$ cat src/rtl/shift32_sequencer.sv
// shift32_sequencer: round-robin two-client 32-bit shift/rotate built on one shared 16-bit rotator
module shift_rotator (
   input  logic [15:0] i_src,
   input  logic [3:0]  i_amt,
   input  logic        i_rot,
   output logic [15:0] o_y
);
   assign o_y = (i_src << i_amt) | ({16{i_rot}} & (i_src >> (5'd16 - {1'b0, i_amt})));
endmodule

module shift32_sequencer #(
   parameter logic RR_INIT = 1'b0
) (
   input  logic        clk,
   input  logic        rst,
   input  logic        req0,
   input  logic [31:0] data0,
   input  logic [4:0]  amt0,
   input  logic        rot0,
   input  logic        req1,
   input  logic [31:0] data1,
   input  logic [4:0]  amt1,
   input  logic        rot1,
   output logic        busy,
   output logic [31:0] res,
   output logic        done,
   output logic        done_id
);
   typedef enum logic [1:0] {IDLE, PASS_LO, PASS_HI, DONE} state_t;
   state_t r_state, w_next;
   logic        r_ptr, r_id, r_a4, r_rot;
   logic [3:0]  r_s;
   logic [15:0] r_hi, r_lo, r_rl;
   logic [31:0] r_res;
   logic        w_any, w_g1;
   logic [31:0] w_d;
   logic [4:0]  w_a;
   logic [15:0] w_src, w_y, w_m, w_res_hi, w_res_lo;
   assign w_any = req0 | req1;
   assign w_g1  = req1 & (~req0 | r_ptr);
   assign w_d   = w_g1 ? data1 : data0;
   assign w_a   = w_g1 ? amt1 : amt0;
   assign w_src = (r_state == PASS_HI) ? r_hi : r_lo;
   assign w_m   = (16'h1 << r_s) - 16'h1;
   shift_rotator u_rot (.i_src(w_src), .i_amt(r_s), .i_rot(1'b1), .o_y(w_y));
   // In PASS_HI the rotator output is rH; logical shifts >=16 take the original low half from rH
   assign w_res_hi = (!r_rot && r_a4) ? (w_y & ~w_m) : ((w_y & ~w_m) | (r_rl & w_m));
   assign w_res_lo = r_rot ? ((r_rl & ~w_m) | (w_y & w_m)) : (r_a4 ? 16'h0 : (r_rl & ~w_m));
   always_ff @(posedge clk) begin
      if (rst) r_state <= IDLE;
      else     r_state <= w_next;
   end
   always_comb begin
      w_next = (r_state == IDLE)    ? (w_any ? PASS_LO : IDLE) :
               (r_state == PASS_LO) ? PASS_HI :
               (r_state == PASS_HI) ? DONE : IDLE;
   end
   always_ff @(posedge clk) begin
      if (rst) begin
         r_ptr <= RR_INIT;
         r_id  <= 1'b0;
         r_a4  <= 1'b0;
         r_rot <= 1'b0;
         r_s   <= '0;
         r_hi  <= '0;
         r_lo  <= '0;
         r_rl  <= '0;
         r_res <= '0;
      end else begin
         if (r_state == IDLE && w_any) begin
            r_ptr <= ~w_g1;
            r_id  <= w_g1;
            r_a4  <= w_a[4];
            r_rot <= w_g1 ? rot1 : rot0;
            r_s   <= w_a[3:0];
            r_hi  <= w_a[4] ? w_d[15:0]  : w_d[31:16];
            r_lo  <= w_a[4] ? w_d[31:16] : w_d[15:0];
         end
         if (r_state == PASS_LO) r_rl <= w_y;
         if (r_state == PASS_HI) r_res <= {w_res_hi, w_res_lo};
      end
   end
   assign busy    = r_state != IDLE;
   assign done    = r_state == DONE;
   assign done_id = done & r_id;
   assign res     = r_res;
endmodule

$ cat config.mk
export PLATFORM = sky130hd
export DESIGN_NAME = shift32_sequencer
export DESIGN_NICKNAME = d
export VERILOG_FILES = /design/src/rtl/shift32_sequencer.sv
export SDC_FILE = /design/constraint.sdc
export NUM_CORES = 1
export LEC_CHECK = 0
export ABC_AREA = 1
export CORE_MARGIN = 2
export CORE_UTILIZATION = 48
export DETAILED_ROUTE_END_ITERATION = 6
export PLACE_DENSITY = 0.81
export SYNTH_ARGS = -nofsm -noshare
export SYNTH_HDL_FRONTEND = slang
export SYNTH_SLANG_ARGS = --single-unit
$ cat constraint.sdc
create_clock -name clk -period 2.5 [get_ports clk]
set_input_delay 0.375 -clock clk [delete_from_list [all_inputs] [get_ports clk]]
set_output_delay 0.375 -clock clk [all_outputs]
set_load 0.02 [all_outputs]
==> impl_metrics.env <==
export IMPL_io_pins=115
export IMPL_clk_latency_ns=0.36
export IMPL_synth_cell_area_mm2=0.00628
export IMPL_rsz0062_at_grt="false"
export IMPL_drcViolationCount=0
export IMPL_drtIter0Drc=759
export IMPL_finalSetupTns_ns=0
export IMPL_clock_sinks=90
export IMPL_use_met1_pct=43.4
export IMPL_syn_nets=1118
export IMPL_power_per_cell_area_mw_per_mm2=658
export IMPL_crit_type="reg2reg"
export IMPL_crit_fanout=11
export IMPL_layout_drive_gt1_share_pct=7.26
export IMPL_cts_buffers=9
export IMPL_ys_seq_area_share_pct=28.7
export IMPL_grt_overflow_total=0
export IMPL_regArea_mm2=0.00180
export IMPL_nFillCells=1241
export IMPL_clk_pin_slew_ns=0.08
export IMPL_maxSlewHeadroom_pct=48.9
export IMPL_gp_congestion=0.961
export IMPL_crit_top_cell="nand2_1"
export IMPL_cp_num_buf_inv=3
export IMPL_first_pass_iters=5
export IMPL_routed_wl_mm=20.5
export IMPL_setup_viol=0
export IMPL_multi_input_area_mm2=0.00400
export IMPL_skew_ns=0.0144
export IMPL_fin_crit_ns=2.33
export IMPL_grt_pass1_wl_mm=33.2
export IMPL_antenna_found_initial=0
export IMPL_start_util_pct=49.4
export IMPL_synth_edff_count=0
export IMPL_crit_family="buffers and inverters"
export IMPL_postRouteAntennaNets=0
export IMPL_worstMarginPinSlew_ns=0.766
export IMPL_fmax_mhz=429
export IMPL_wl_per_cell_um=15.7
export IMPL_coreArea_mm2=0.0127
export IMPL_port_buffers=114
export IMPL_h_tree_depth=3
export IMPL_ys_ff_latch=90
export IMPL_start_kind="flip-flop"
export IMPL_vias_per_cell=5.61
export IMPL_synth_distinct_cells=37
export IMPL_slew_violations=0
export IMPL_synthCells=1027
export IMPL_top_usage_layer="met2"
export IMPL_cpMaxStageDelayCell="dfxtp_1"
export IMPL_fp_dieH_um=118
export IMPL_hold_viol=0
export IMPL_antenna_cells=0
export IMPL_met3_usage_pct=4.20
export IMPL_grt_max_degree=74
export IMPL_grt_usage_pct=29.2
export IMPL_ctsHoldBuffers=0
export IMPL_rows=41
export IMPL_crit_path_end_kind="flip-flop"
export IMPL_avgSynthCellArea_um2=6.11
export IMPL_synth_area_leader_cell="dfxtp_1"
export IMPL_fp_dieArea_mm2=0.0140
export IMPL_yosys_warnings=0
export IMPL_grt_pass1_vias=6405
export IMPL_synthFlopType="dfxtp_1"
export IMPL_required_ns=2.72
export IMPL_nNetsFinal=1216
export IMPL_gr_usage_met2_pct=43.9
export IMPL_irDropWorstVdd_uv=455
export IMPL_finalCritPeriodShare_pct=93.2
export IMPL_final_util_pct=62.5
export IMPL_synth_async_reset_ratio_pct=0
export IMPL_yosysTopAreaCellShare_pct=28.7
export IMPL_synthToLayoutAreaGrowth_pct=26.6
export IMPL_root_buffer="clkbuf_16"
export IMPL_cts_tree="yes"
export IMPL_ys_top_cells_by_area="dfxtp_1 (29%), nand2_1 (19%), nand3_1 (15%)"
export IMPL_cp_cell_sequence="inv_2 > ha_1 > clkinv_1 > buf_4 > nand3_1 > nand3_1 > nand2_1 > nand2_1 > nand2_1 > nand2_1 > o21ai_1 > a21oi_1"
export IMPL_status="complete, no violations"
export IMPL_clk_path_buf_depth=2
export IMPL_dpl_hpwl_mm=15.5
export IMPL_p_leak_nw=3.64
export IMPL_min_path_type="reg2reg"
export IMPL_arrival_ns=2.55
export IMPL_fp_dieW_um=118
export IMPL_postCtsSetupBuffers=0
export IMPL_slowest_delay_ns=0.35
export IMPL_vias=7309
export IMPL_synthMostInstantiatedCell="nand2_1"
export IMPL_cap_viol_max_count=0
export IMPL_synth_top_cells_by_count="nand2_1 (326), nand3_1 (187), dfxtp_1 (90)"
[final cells by class]
type	count	area share, %
Inverter	68	3.34
Tap cell	172	2.71
Sequential cell	90	22.7
Clock inverter	7	1.16
Multi-Input combinational cell	815	50.3
Clock buffer	9	2.83
Timing Repair Buffer	141	17.0
[cell families after synthesis]
family	count (synthesis)	share of synthesized area (%)
AND/OR/NAND/NOR	605	41.4
XOR/XNOR	7	1.10
buffers and inverters	122	7.95
flip-flops	90	28.7
AO/OA/AOI/OAI	160	13.6
multiplexers	32	5.10
adder cells (fa/ha/maj)	11	2.19
[cells in the final DEF, fill, tap and decap left out, types with 2 or more instances in the layout]
cell type / count
a21oi_1: 79
a31oi_1: 16
buf_4: 26
clkbuf_16: 9
clkdlybuf4s50_1: 113
clkinv_1: 2
dfxtp_1: 90
ha_1: 10
inv_1: 54
inv_2: 10
inv_6: 5
mux2i_1: 32
nand2_1: 326
nand2_2: 8
nand3_1: 187
nand4_1: 6
nor2_1: 64
nor2_2: 7
nor2_4: 2
o211ai_1: 3
o21ai_0: 45
o21ai_1: 7
o21ai_2: 3
o21bai_1: 4
xnor2_1: 2
xor2_1: 4
[per-stage QoR]
step                      hold slack, ns  cell area, um2  setup WS [ns]  total power, W  cells
after floorplan                    0.445            6280         0.0846         0.00307   1027
after global placement             0.454            7630          0.167         0.00374   1286
after detailed placement           0.456            7630          0.167         0.00374   1286
after CTS                          0.467            7950          0.156         0.00519   1302
after global routing               0.483            7950         0.0319         0.00553   1302
final                              0.466            7950          0.169         0.00523   1302
[layer usage]
metal / part of all wire [%] / up-vias
met3: 8.8 / 29
met5: 0 / -
met4: 1.8 / 0
li1: - / 3610
met1: 46 / 3283
met2: 43 / 387
[power by group]
part	internal, W	switching (W)
Sequential	0.00156	0.0000756
Clock	0.000803	0.000646
Combinational	0.000743	0.00140
Total	0.00311	0.00212
[repair_timing]
action                                 CTS  global route
endpoints found under the hold margin    0             0
setup endpoints to repair                0            11
resized for setup                        0             2
[worst register-to-register path, stage by stage (launching register included)]
cell and delay [ns]:
dfxtp_1 0.35, inv_2 0.05, ha_1 0.31, clkinv_1 0.31
buf_4 0.29, nand3_1 0.11, nand3_1 0.09, nand2_1 0.07
nand2_1 0.05, nand2_1 0.10, nand2_1 0.12, o21ai_1 0.24
a21oi_1 0.10
[registers in the layout, summed over array words and instances (netlist names)]
signal	count
r_hi	16
r_rl	16
r_rot	1
res	32
r_ptr	1
r_a4	1
r_id	1
r_state	2
r_s	4
r_lo	16
[path summary, 6_finish.rpt]
kind / depth (start not counted) / slack (ns) / to / start
max: 12 / 0.17 / res[20] / r_s[0]
min: 2 / 0.47 / r_hi[9] / r_hi[9]
max reg2reg: 12 / 0.17 / res[20] / r_s[0]
min reg2reg: 2 / 0.47 / r_hi[9] / r_hi[9]
Power figures use the tool's default switching activity.
